$ cat config.mk
export PLATFORM = sky130hd
export DESIGN_NAME = match_window_counter_flat
export DESIGN_NICKNAME = d
export VERILOG_FILES = /design/src/rtl/match_window_counter_if.sv /design/src/rtl/match_window_counter.sv /design/src/flat_wrapper.sv
export SDC_FILE = /design/constraint.sdc
export NUM_CORES = 1
export LEC_CHECK = 0
export CAP_MARGIN = 20
export CORE_UTILIZATION = 54
export DETAILED_ROUTE_END_ITERATION = 8
export PLACE_DENSITY_LB_ADDON = 0.1
export REMOVE_ABC_BUFFERS = 1
export SLEW_MARGIN = 10
export SYNTH_ARGS = -nofsm -noshare
export SYNTH_HDL_FRONTEND = slang
export SYNTH_SLANG_ARGS = --single-unit
export TNS_END_PERCENT = 5
$ cat constraint.sdc
create_clock -name clk -period 3.5 [get_ports clk]
set_input_delay 0.525 -clock clk [delete_from_list [all_inputs] [get_ports clk]]
set_output_delay 0.525 -clock clk [all_outputs]
set_load 0.1 [all_outputs]
$ cat src/rtl/match_window_counter_if.sv
// Bus between the windowed match counter and its neighbours: detector pulse and
// enable in, valid/ready count result and overrun flag out.
interface match_window_counter_if #(
    parameter int CNT_W = 5
);
    logic             det_in;
    logic             en;
    logic [CNT_W-1:0] cnt_out;
    logic             sat;
    logic             cnt_valid;
    logic             cnt_ready;
    logic             ovr;

    modport master (
        output det_in, en, cnt_ready,
        input  cnt_out, sat, cnt_valid, ovr
    );

    modport slave (
        input  det_in, en, cnt_ready,
        output cnt_out, sat, cnt_valid, ovr
    );
endinterface

$ cat src/rtl/match_window_counter.sv
// Counts detector match pulses over back-to-back windows of WIN_LEN edges and
// offers each window's saturating count on a valid/ready output register.
module match_window_counter #(
    parameter int WIN_LEN = 16,
    parameter int CNT_W   = 5
) (
    input  logic                   clk,
    input  logic                   rst_n,
    match_window_counter_if.slave  bus
);
    localparam int                 CYC_W    = $clog2(WIN_LEN);
    localparam logic [CNT_W-1:0]   CNT_MAX  = '1;
    localparam logic [CYC_W-1:0]   CYC_LAST = CYC_W'(WIN_LEN - 1);

    typedef enum logic {
        IDLE = 1'b0,
        RUN  = 1'b1
    } state_t;

    // Returns {sat, count}; once the count is pinned at its maximum the sat bit stays set.
    function automatic logic [CNT_W:0] sat_inc(
        input logic [CNT_W-1:0] acc_v,
        input logic             sat_v,
        input logic             hit
    );
        logic [CNT_W:0] r;
        if (hit && (acc_v == CNT_MAX))
            r = {1'b1, acc_v};
        else
            r = {sat_v, acc_v + CNT_W'(hit)};
        return r;
    endfunction

    state_t             state;
    state_t             state_nxt;
    logic               win_end;
    logic               sample;
    logic [CNT_W:0]     res;

    logic [CNT_W-1:0]   acc_p0;
    logic               acc_sat_p0;
    logic [CYC_W-1:0]   cyc_p0;

    logic [CNT_W-1:0]   cnt_p1;
    logic               sat_p1;
    logic               vld_p1;
    logic               ovr_p1;

    always_ff @(posedge clk or negedge rst_n) begin
        if (!rst_n)
            state <= IDLE;
        else
            state <= state_nxt;
    end

    always_comb begin
        state_nxt = state;
        win_end   = 1'b0;
        sample    = 1'b0;
        case (state)
            IDLE: begin
                if (bus.en)
                    state_nxt = RUN;
            end
            RUN: begin
                if (!bus.en) begin
                    state_nxt = IDLE;
                end else begin
                    sample  = 1'b1;
                    win_end = (cyc_p0 == CYC_LAST);
                end
            end
            default: state_nxt = IDLE;
        endcase
    end

    assign res = sat_inc(acc_p0, acc_sat_p0, bus.det_in);

    // Stage 0: window accumulator; anything other than a mid-window sample clears it.
    always_ff @(posedge clk or negedge rst_n) begin
        if (!rst_n) begin
            acc_p0     <= '0;
            acc_sat_p0 <= 1'b0;
            cyc_p0     <= '0;
        end else if (sample && !win_end) begin
            acc_p0     <= res[CNT_W-1:0];
            acc_sat_p0 <= res[CNT_W];
            cyc_p0     <= cyc_p0 + CYC_W'(1);
        end else begin
            acc_p0     <= '0;
            acc_sat_p0 <= 1'b0;
            cyc_p0     <= '0;
        end
    end

    // Stage 1: output register; a stalled result is never overwritten, the new one is dropped.
    always_ff @(posedge clk or negedge rst_n) begin
        if (!rst_n) begin
            cnt_p1 <= '0;
            sat_p1 <= 1'b0;
            vld_p1 <= 1'b0;
            ovr_p1 <= 1'b0;
        end else if (win_end) begin
            if (!vld_p1 || bus.cnt_ready) begin
                cnt_p1 <= res[CNT_W-1:0];
                sat_p1 <= res[CNT_W];
                vld_p1 <= 1'b1;
            end else begin
                ovr_p1 <= 1'b1;
            end
        end else if (vld_p1 && bus.cnt_ready) begin
            vld_p1 <= 1'b0;
        end
    end

    assign bus.cnt_out   = cnt_p1;
    assign bus.sat       = sat_p1;
    assign bus.cnt_valid = vld_p1;
    assign bus.ovr       = ovr_p1;
endmodule
$ cat src/flat_wrapper.sv
// flat-port wrapper written by rule: the top's interface ports become plain ports
module match_window_counter_flat 
#(
    parameter int WIN_LEN = 16,
    parameter int CNT_W   = 5
)
  (clk, rst_n, bus_det_in, bus_en, bus_cnt_ready, bus_cnt_out, bus_sat, bus_cnt_valid, bus_ovr);
  match_window_counter_if #(.CNT_W(CNT_W)) bus_i ();
  input  logic clk;
  input  logic rst_n;
  input wire logic [$bits(bus_i.det_in)-1:0] bus_det_in;
  input wire logic [$bits(bus_i.en)-1:0] bus_en;
  input wire logic [$bits(bus_i.cnt_ready)-1:0] bus_cnt_ready;
  output wire logic [$bits(bus_i.cnt_out)-1:0] bus_cnt_out;
  output wire logic [$bits(bus_i.sat)-1:0] bus_sat;
  output wire logic [$bits(bus_i.cnt_valid)-1:0] bus_cnt_valid;
  output wire logic [$bits(bus_i.ovr)-1:0] bus_ovr;
  assign bus_i.det_in = bus_det_in;
  assign bus_i.en = bus_en;
  assign bus_i.cnt_ready = bus_cnt_ready;
  assign bus_cnt_out = bus_i.cnt_out;
  assign bus_sat = bus_i.sat;
  assign bus_cnt_valid = bus_i.cnt_valid;
  assign bus_ovr = bus_i.ovr;
  match_window_counter #(.WIN_LEN(WIN_LEN), .CNT_W(CNT_W)) u_core (.clk(clk), .rst_n(rst_n), .bus(bus_i));
endmodule
* Yosys cells after proc, flatten, opt, wreduce, memory -nomap -nowiden
Index checks and enable logic that the tools add are counted.
Storage, ports and cells: register bits 19, input port bits 5, output and inout port bits 8, logic and storage cells 35
Operators by class: $add $sub $neg 2, equality and inequality tests 3, muxes and demuxes 11, bitwise logic cells 1, reduce and logical (&&, ||, !) cells 10
Operators with widths (count):
- 1-bit 2-to-1 mux | 8
- 6-bit 2-to-1 mux | 1
- 2-bit AND reduction | 3
- 5-bit by 1-bit adder with 5-bit output | 1
- 5-bit == test, second input constant | 1
- 5-bit 2-to-1 mux | 1
- 4-bit by 1-bit adder with 4-bit output, second input constant | 1
- 4-bit == test, second input constant | 1
- 4-bit 2-to-1 mux | 1
- 1-bit logical AND | 3
- 1-bit logical NOT | 2
- 2-bit inequality test, second input constant | 1
- 2-bit nonzero test | 1
- 1-bit logical OR | 1
- 1-bit NOT | 1

* Longest topological paths before layout
Gate-level depths: netlist of run 1.
depth after elaboration 6, mapped depth 5

* Worst setup path before layout of run 1
No wires, ideal clock.
path type register to register, from register u_core.vld_p1, in the netlist u_core.bus.cnt_valid, to register u_core.cnt_p1[3], in the netlist u_core.bus.cnt_out[3], setup time 0.126 ns, data arrival time 1.651 ns, required time 3.374 ns, path slack 1.723 ns, cell stages (with the launch flop) 4, clock period less this slack 1.777 ns, cells stage by stage dfrtp_1 nor2b_1 nor3_4 mux2_4
Between the ends: word-level cells in the longest chain between the ends 3
RTL lines:
- from (decl) | RTL line match_window_counter.sv:46 | logic vld_p1;
- from (signal assigned) | RTL line match_window_counter.sv:101 | vld_p1 <= 1'b0;
- from (signal assigned) | RTL line match_window_counter.sv:107 | vld_p1 <= 1'b1;
- from (signal assigned) | RTL line match_window_counter.sv:112 | vld_p1 <= 1'b0;
- 1-bit logical NOT | RTL line match_window_counter.sv:104 | if (!vld_p1 || bus.cnt_ready) begin
- 1-bit logical OR | RTL line match_window_counter.sv:104
- 2-bit AND reduction (no line)
- to (signal assigned) | RTL line match_window_counter.sv:105 | cnt_p1 <= res[CNT_W-1:0];
- to (decl) | RTL line match_window_counter.sv:44 | logic [CNT_W-1:0] cnt_p1;
Every way passes these cells. A chain may end at the register's enable or synchronous reset.

* Worst setup path after layout of run 1
from register u_core.cnt_p1[2], in the netlist u_core.bus.cnt_out[2], to output bus_cnt_out[2]
RTL lines:
- to (decl) | RTL line flat_wrapper.sv:14 | output wire logic [$bits(bus_i.cnt_out)-1:0] bus_cnt_out;
No word-level cell between the ends.

==> results of run 1 <==
[final timing paths]
check,depth (start not counted),startpoint,end,slack [ns]
max,1,u_core.bus.cnt_out[2],bus_cnt_out[2],1.16
min,1,u_core.cyc_p0[0],u_core.cyc_p0[0],0.47
max reg2reg,4,u_core.cyc_p0[0],u_core.bus.cnt_out[4],1.90
min reg2reg,1,u_core.cyc_p0[0],u_core.cyc_p0[0],0.47
max in group asynchronous,1,rst_n,u_core.acc_p0[1],2.28
min in group asynchronous,1,rst_n,u_core.cyc_p0[3],0.71
[Yosys cell counts (2+ instances only)]
master,number
dfrtp_1,19
nor2_1,9
a21oi_1,5
inv_1,5
mux2i_1,4
ha_1,3
nand3_1,3
nor2b_1,3
and3_1,2
mux2_4,2
xor2_1,2
[power by group through the flow]
stage,Combinational (W),Sequential [W],Clock [W]
floorplan,0.00000603,0.000227,0
global placement,0.0000164,0.000228,0
detailed placement,0.0000168,0.000228,0
CTS,0.0000169,0.000223,0.000114
global route,0.0000187,0.000224,0.000117
finish,0.0000165,0.000224,0.000109
[per-stage QoR]
stage	cells	hold WS, ns	worst slack (ns)	cell area, um^2	util
finish	99	0.472	1.16	980	0.726
global route	99	0.489	1.12	980	0.726
CTS	99	0.476	1.15	980	0.726
detailed placement	95	0.456	1.34	953	0.706
global placement	95	0.442	1.38	953	0.706
floorplan	68	0.229	1.72	815	-
[flip-flops by register name, indices dropped and copies added (netlist names)]
register              flops
u_core.acc_sat_p0         1
u_core.cyc_p0             4
u_core.bus.cnt_valid      1
u_core.acc_p0             5
u_core.bus.ovr            1
u_core.state              1
u_core.bus.cnt_out        5
u_core.bus.sat            1
[cells by family after synthesis]
group           Yosys count  share of synthesized area
compound gates            9                     0.0676
xor+xnor                  3                     0.0323
fa+ha+maj                 3                     0.0461
buf+inv                   5                     0.0230
flops                    19                      0.584
mux                       6                     0.0860
simple gates             23                      0.161
[worst register-to-register path, stage by stage (launching register included)]
cell,delay (ns)
dfrtp_1,0.39
ha_1,0.21
nand3_2,0.13
nor3_4,0.43
mux2_4,0.34
[routing by layer]
layer | vias up | wire length [um] | track usage
met3 | 2 | 51 | 0.0326
met1 | 251 | 667 | 0.238
met2 | 11 | 583 | 0.234
met4 | 0 | 15 | 0.125
met5 | - | 0 | 0
li1 | 268 | - | -
[area by class of cell]
class | instances | area [um^2]
Multi-Input combinational cell | 44 | 320
Timing Repair Buffer | 12 | 120
Sequential cell | 19 | 475
Inverter | 5 | 18.8
Tap cell | 15 | 18.8
Clock buffer | 4 | 26.3
Fill cell | 104 | 370
[cell usage in the layout, fill, tap and decap left out]
cell             count
o21a_1               1
a21oi_1              5
nand4_1              1
xor2_1               2
a21o_1               1
ha_1                 3
nand3_2              1
mux2i_1              4
inv_1                5
nor2b_1              3
a31oi_1              1
clkbuf_4             3
and4_1               1
nand3_1              3
dfrtp_1             19
a31o_2               1
mux2_4               2
and3_1               2
xnor2_1              1
clkdlybuf4s50_1     12
nor2_1               9
nor3_4               1
nand2_1              1
clkbuf_1             1
or2_2                1
==> impl_metrics.ini, run 1 <==
[clocking]
root_buffer = clkbuf_4
clock_sinks = 19
clk_latency_ns = 0.29
cts_tree = done
cts_resized = 0
clk_pin_slew_ns = 0.10
clock_path_buffers = 2
post-cts-setup-buffers = 0
cts_made_buffers = 3
htreeDepth = 1
hold_buffers = 0

[final_layout]
area_growth_pct = 20.3
drive_gt1_frac = 0.107
n_antenna_cell = 0
nets = 93

[status]
outcome = completed

[floorplanning]
die_width_um = 40.8
ioPinCount = 13
fp.coreArea_mm2 = 0.00135
start_util = 0.603
rows = 13
dieArea_mm2 = 0.00167
die_h_um = 40.8

[yosys]
yosysTopAreaCellShare = 0.584
synth_seq_cells = 19
synth_edf_count = 0
synthCells = 68
async_flop_share = 1.00
synth_top_area_cell = dfrtp_1
synthesis.area_um2 = 815
yosysWarnings = 0
avgSynthCellArea_um2 = 12.0
synth.top_cells.by_area = dfrtp_1 (58%), mux2i_1 (4.9%), ha_1 (4.6%)
synth_cell_types = 22
ys_seq_area_frac = 0.584
ys.flop_type = dfrtp_1

[critical_path]
path_max_fanout = 2
required_ns = 2.97
critPathLaunchType = register
path_delay_family = buffers and inverters
path_class = reg2out
path_cells = clkdlybuf4s50_1
end_kind = output port
slowest_delay_ns = 1.14
arrival_ns = 1.81
crit_slowest_cell = clkdlybuf4s50_1
critPathBufInv = 1

[drt]
dr.pass1.iters = 5
drtAntennaViolNets = 0
drt_iter0_markers = 16
detail_route.wl_per_cell_um = 13.3
avgViaCountPerCell = 5.37
wirelength_mm = 1.32
vias = 532
drc = 0

[hold_path]
hold_path.class = reg2reg

[global_route]
grt_pass1_wl_mm = 1.81
grt_usage = 0.171
grt_start_max_net_pins = 20
grt_pass1_vias = 442
gr-total-overflow = 0
antenna_found_initial = 0

[place]
place_congestion = 0.705
io_buffers = 12
place_hpwl_um = 899

[sta]
clock_skew_ns = 0.00135
min_period_ns = 2.34
final-hold-violation-count = 0
finalCritPeriodShare = 0.668
rsz0062_at_grt = false
fin_setup_tns_ns = 0
slew_headroom = 0.347
maxSlewViolCount = 0
tightest_slew_ns = 0.976
fmax_ghz = 0.427
setup_violations = 0

[pwr]
fin_total_pwr_w = 0.000349
leakagePower_nw = 0.477
power_switching_w = 0.0000763
ir_drop_uv = 250
p_seq_frac = 0.641
p_comb_frac = 0.047
clkPwrFrac = 0.312
power_density_mw_per_mm2 = 356
internal_power_w = 0.000273
switching_share = 0.219

[job]
cap_viol_max_count = 0
Note: power is estimated with default switching activity, not from simulation.
==> run 2: changes to the inputs <==
--- a/config.mk
+++ b/config.mk
@@ -6,7 +6,7 @@
 export NUM_CORES = 1
 export LEC_CHECK = 0
 export CAP_MARGIN = 20
-export CORE_UTILIZATION = 54
+export CORE_UTILIZATION = 45
 export DETAILED_ROUTE_END_ITERATION = 8
 export PLACE_DENSITY_LB_ADDON = 0.1
 export REMOVE_ABC_BUFFERS = 1
==> constraint.sdc (replaced) <==
create_clock -name clk -period 2.1 [get_ports clk]
set_input_delay 0.315 -clock clk [delete_from_list [all_inputs] [get_ports clk]]
set_output_delay 0.315 -clock clk [all_outputs]
set_load 0.1 [all_outputs]
==> run 2 against run 1 <==
- utilization shrank 15 points
- highest routed layer unchanged
- clock power grew 68%
- count of clock-buffer cells in the layout is the same
- critical path depth grew 5
- wire length is essentially flat
- via count grew 0.19%
- worst hold slack lost 0.13 ns
==> impl_metrics.ini, run 2 (synthesized netlist as in run 1, its figures left out) <==
[sta]
setup_violations = 0
min_period_ns = 1.65
maxSlewViolCount = 0
fmax_ghz = 0.606
tightest_slew_ns = 0.379
fin_setup_tns_ns = 0
finalCritPeriodShare = 0.786
final-hold-violation-count = 0
slew_headroom = 0.747
rsz0062_at_grt = false
clock_skew_ns = 0.00379

[floorplanning]
ioPinCount = 13
dieArea_mm2 = 0.00198
die_width_um = 44.5
start_util = 0.477
die_h_um = 44.5
fp.coreArea_mm2 = 0.00171
rows = 15

[clocking]
cts_made_buffers = 3
cts_tree = done
clock_sinks = 19
clk_pin_slew_ns = 0.11
root_buffer = clkbuf_4
clk_latency_ns = 0.29
htreeDepth = 1
hold_buffers = 0
cts_resized = 0
post-cts-setup-buffers = 0
clock_path_buffers = 2

[global_route]
grt_usage = 0.163
antenna_found_initial = 0
gr-total-overflow = 0
grt_start_max_net_pins = 20
grt_pass1_wl_mm = 2.27
grt_pass1_vias = 516

[pwr]
switching_share = 0.220
internal_power_w = 0.000455
ir_drop_uv = 414
power_density_mw_per_mm2 = 591
clkPwrFrac = 0.313
p_seq_frac = 0.638
p_comb_frac = 0.049
leakagePower_nw = 0.494
power_switching_w = 0.000128

[critical_path]
r2r_start = u_core.acc_p0[0]
end_kind = register
path_max_fanout = 3
r2r_slack_ns = 0.53
setup.worst_path.end = u_core.bus.cnt_out[4]
path_class = in2reg
arrival_ns = 1.84
critPathLaunchType = input port
reg2reg_depth = 5
startpoint = bus_det_in
r2r_end = u_core.bus.cnt_out[4]
required_ns = 2.29

[place]
place_hpwl_um = 950
place_congestion = 0.655
io_buffers = 12
dp_cells = 107

[final_layout]
nFillCells = 151
n_antenna_cell = 0
drive_gt1_frac = 0.221
area_growth_pct = 21.2
mostFrequentLayoutCells = dfrtp_1 (19), buf_4 (10), nor2_1 (9)
mostFrequentLayoutCell = dfrtp_1
stdcell_count = 111
nets = 95

[drt]
detail_route.wl_per_cell_um = 11.9
avgViaCountPerCell = 4.80
drc = 0
wirelength_mm = 1.32
drtAntennaViolNets = 0
drt_iter0_markers = 1
dr.pass1.iters = 3
vias = 533

[hold_path]
hold_path.class = in2async

[status]
outcome = completed

[job]
cap_viol_max_count = 0
[run 2: cell count changes in the layout (fill, tap and decap cells not counted)]
| cell | before | now |
|---|---|---|
| buf_4 | 0 | 10 |
| clkdlybuf4s50_1 | 12 | 4 |
[run 2: area by class of cell]
cell class                      instances  area (um^2)  area share
Clock buffer                            4         26.3      0.0266
Inverter                                5         18.8      0.0190
Multi-Input combinational cell         44          320       0.324
Sequential cell                        19          475       0.482
Tap cell                               25         31.3      0.0317
Timing Repair Buffer                   14          115       0.117
[run 2: worst min path at each step]
stage,start,endpoint,slack [ns]
after floorplan,rst_n,u_core.acc_p0[0],0.02
after global placement,u_core.bus.ovr,u_core.bus.ovr,0.44
after detailed placement,u_core.bus.ovr,u_core.bus.ovr,0.45
after CTS,rst_n,u_core.cyc_p0[3],0.35
after global routing,rst_n,u_core.cyc_p0[3],0.37
final,rst_n,u_core.acc_p0[2],0.35
[run 2: power by group through the flow]
stage	sequential [W]	clock, W	combinational (W)
5_1_grt	0.000373	0.000197	0.0000329
3_3_place_gp	0.000379	0	0.0000295
4_1_cts	0.000372	0.000187	0.0000294
3_5_place_dp	0.000380	0	0.0000294
2_1_floorplan	0.000379	0	0.0000100
6_report	0.000372	0.000183	0.0000284
[run 2: per-layer routing]
| metal | GRT usage | wire, um | up-vias |
|---|---|---|---|
| li1 | - | - | 271 |
| met1 | 0.220 | 687 | 251 |
| met2 | 0.250 | 576 | 9 |
| met3 | 0.0245 | 37 | 2 |
| met4 | 0.0909 | 18 | 0 |
| met5 | 0 | 0 | - |
[run 2: worst max-delay path: stages]
cell and delay (ns):
clkdlybuf4s50_1 0.44, ha_1 0.24, ha_1 0.23, a31o_2 0.26, o21a_1 0.11, mux2_4 0.25
[run 2: per-stage QoR]
stage / area (um^2) / hold slack, ns / total power [W] / util / worst slack [ns]
2_1_floorplan: 815 / 0.0194 / 0.000389 / - / 0.323
3_5_place_dp: 961 / 0.455 / 0.000409 / 0.563 / 0.138
4_1_cts: 987 / 0.351 / 0.000589 / 0.578 / 0.454
6_report: 987 / 0.345 / 0.000584 / 0.578 / 0.449
5_1_grt: 987 / 0.368 / 0.000603 / 0.578 / 0.388
3_3_place_gp: 961 / 0.441 / 0.000409 / 0.563 / 0.183
==> run 3: changes to the inputs <==
==> constraint.sdc (replaced) <==
create_clock -name clk -period 1.4 [get_ports clk]
set_input_delay 0.21 -clock clk [delete_from_list [all_inputs] [get_ports clk]]
set_output_delay 0.21 -clock clk [all_outputs]
set_load 0.1 [all_outputs]
==> run 3 against run 2 <==
- the run now ends with setup timing left
- count of clock-buffer cells in the layout did not move
- global-route usage increased by 3.4 points
- final area grew 24%
- clock skew shrank 0.0015 ns
- sequential share of layout area is 9.5 points lower
- cell count up 11%
- register-to-register slack worse by 0.56 ns
- largest cell class unchanged
- largest power group unchanged
==> impl_metrics.ini, run 3 (synthesized netlist as in run 1, its figures left out) <==
[drt]
avgViaCountPerCell = 4.90
wirelength_mm = 1.57
vias = 603
drc = 0
drt_iter0_markers = 4
detail_route.wl_per_cell_um = 12.7
dr.pass1.iters = 4
drtAntennaViolNets = 0

[sta]
setup_violations = 1
tightest_slew_ns = 0.292
min_period_ns = 1.43
finalCritPeriodShare = 1.02
final-hold-violation-count = 0
fmax_ghz = 0.698
slew_headroom = 0.805
maxSlewViolCount = 0
clock_skew_ns = 0.00233
layout_setup_ws_ns = -0.0326
rsz0062_at_grt = true

[clocking]
clock_path_buffers = 2
clk_latency_ns = 0.30
root_buffer = clkbuf_4
cts_made_buffers = 3
cts_tree = done
htreeDepth = 1
clk_pin_slew_ns = 0.11
hold_buffers = 0
clock_sinks = 19

[place]
io_buffers = 12
place_hpwl_mm = 1.08
place_congestion = 0.684
dp_cells = 118

[final_layout]
nets = 107
utilization = 0.719
area_growth_pct = 50.8
mostFrequentLayoutCell = dfrtp_1
multi_input_comb_area_um2 = 368
stdcell_count = 123
regArea_um2 = 475
mostFrequentLayoutCells = dfrtp_1 (19), buf_4 (13), nor2_1 (9)
drive_gt1_frac = 0.357
n_antenna_cell = 0
nFillCells = 116

[status]
outcome = complete, but fails checks
violations = setup timing

[critical_path]
r2r_start = u_core.acc_p0[0]
path_class = reg2reg
end_kind = register
critPathBufInv = 0
path_delay_family = flip-flops
arrival_ns = 1.63
cp.depth = 5
r2r_slack_ns = -0.03
critPathLaunchType = register
required_ns = 1.60
crit_slowest_cell = dfrtp_1
r2r_end = u_core.bus.cnt_out[4]
setup.worst_path.end = u_core.bus.cnt_out[4]
reg2reg_depth = 5
path_max_fanout = 3
slowest_delay_ns = 0.39
startpoint = u_core.acc_p0[0]
path_cells = ha_2 -> ha_4 -> a31o_4 -> o21a_1 -> mux2_4

[floorplanning]
rows = 15
ioPinCount = 13
die_width_um = 44.5
die_h_um = 44.5
fp.coreArea_mm2 = 0.00171
dieArea_mm2 = 0.00198
start_util = 0.477

[global_route]
grt_start_max_net_pins = 20
antenna_found_initial = 0
grt_usage = 0.197
grt_pass1_vias = 621
gr-total-overflow = 0
grt_pass1_wl_mm = 2.72

[pwr]
ir_drop_uv = 651
fin_total_pwr_w = 0.000906
power_density_mw_per_mm2 = 738
leakagePower_nw = 0.589

[job]
cap_viol_max_count = 0

[hold_path]
hold_path.class = in2async
[run 3: cell count changes in the layout (fill, tap and decap cells not counted)]
cell | before | now
buf_12 | 0 | 8
buf_4 | 10 | 13
ha_1 | 3 | 0
ha_4 | 0 | 2
a21oi_1 | 5 | 4
a21oi_2 | 0 | 1
a31o_2 | 1 | 0
a31o_4 | 0 | 1
buf_6 | 0 | 1
ha_2 | 0 | 1
nand3_2 | 1 | 0
nand3_4 | 0 | 1
[run 3: report_power, final]
part | internal [W] | total (W) | leakage [nW] | switching, W
sequential | 0.000555 | 0.000559 | 0.241 | 0.00000495
clock | 0.000111 | 0.000284 | 0.0150 | 0.000173
combinational | 0.0000324 | 0.0000628 | 0.334 | 0.0000304
[run 3: cell type report]
type,instances,share of cell area
well taps,25,0.0255
inverters,5,0.0153
multi-input cells,44,0.299
repair buffers,26,0.252
clock buffers,4,0.0214
flip-flops and latches,19,0.387
[run 3: stage by stage]
stage               TNS (ns)  hold slack, ns  setup WS, ns  instance area [um^2]
finish               -0.0326           0.232       -0.0326                  1230
global route          -0.221           0.256       -0.0702                  1230
CTS                  -0.0197           0.245       -0.0189                  1230
detailed placement     -2.46           0.474        -0.407                  1140
global placement       -2.22           0.470        -0.382                  1140
floorplan              -1.72         -0.0856        -0.377                   815
[run 3: timing repair]
action                                  4_1_cts  5_1_grt
setup buffers                                 1        0
resized for setup                             9        0
pin swaps                                     4        1
endpoints found under the setup margin        7        6
cloned                                        0        0
[run 3: how the worst min path moves through the flow]
stage	startpoint	to	cells after the start
after global routing	rst_n	u_core.cyc_p0[0]	2
final	rst_n	u_core.cyc_p0[0]	2
after detailed placement	u_core.acc_sat_p0	u_core.acc_sat_p0	2
after floorplan	rst_n	u_core.acc_p0[0]	0
after CTS	rst_n	u_core.bus.cnt_out[4]	2
after global placement	u_core.acc_sat_p0	u_core.acc_sat_p0	2
[run 3: per-layer routing]
| layer | GRT usage | vias to the layer above | part of all wire |
|---|---|---|---|
| met4 | 0.121 | 0 | 0.029 |
| met1 | 0.245 | 292 | 0.46 |
| met2 | 0.306 | 13 | 0.48 |
| met3 | 0.0531 | 6 | 0.034 |
| li1 | - | 292 | - |
| met5 | 0 | - | 0 |
[run 3: worst reg2reg max path, stage by stage (launching register included)]
cell,delay (ns)
dfrtp_1,0.39
ha_2,0.19
ha_4,0.17
a31o_4,0.21
o21a_1,0.11
mux2_4,0.25
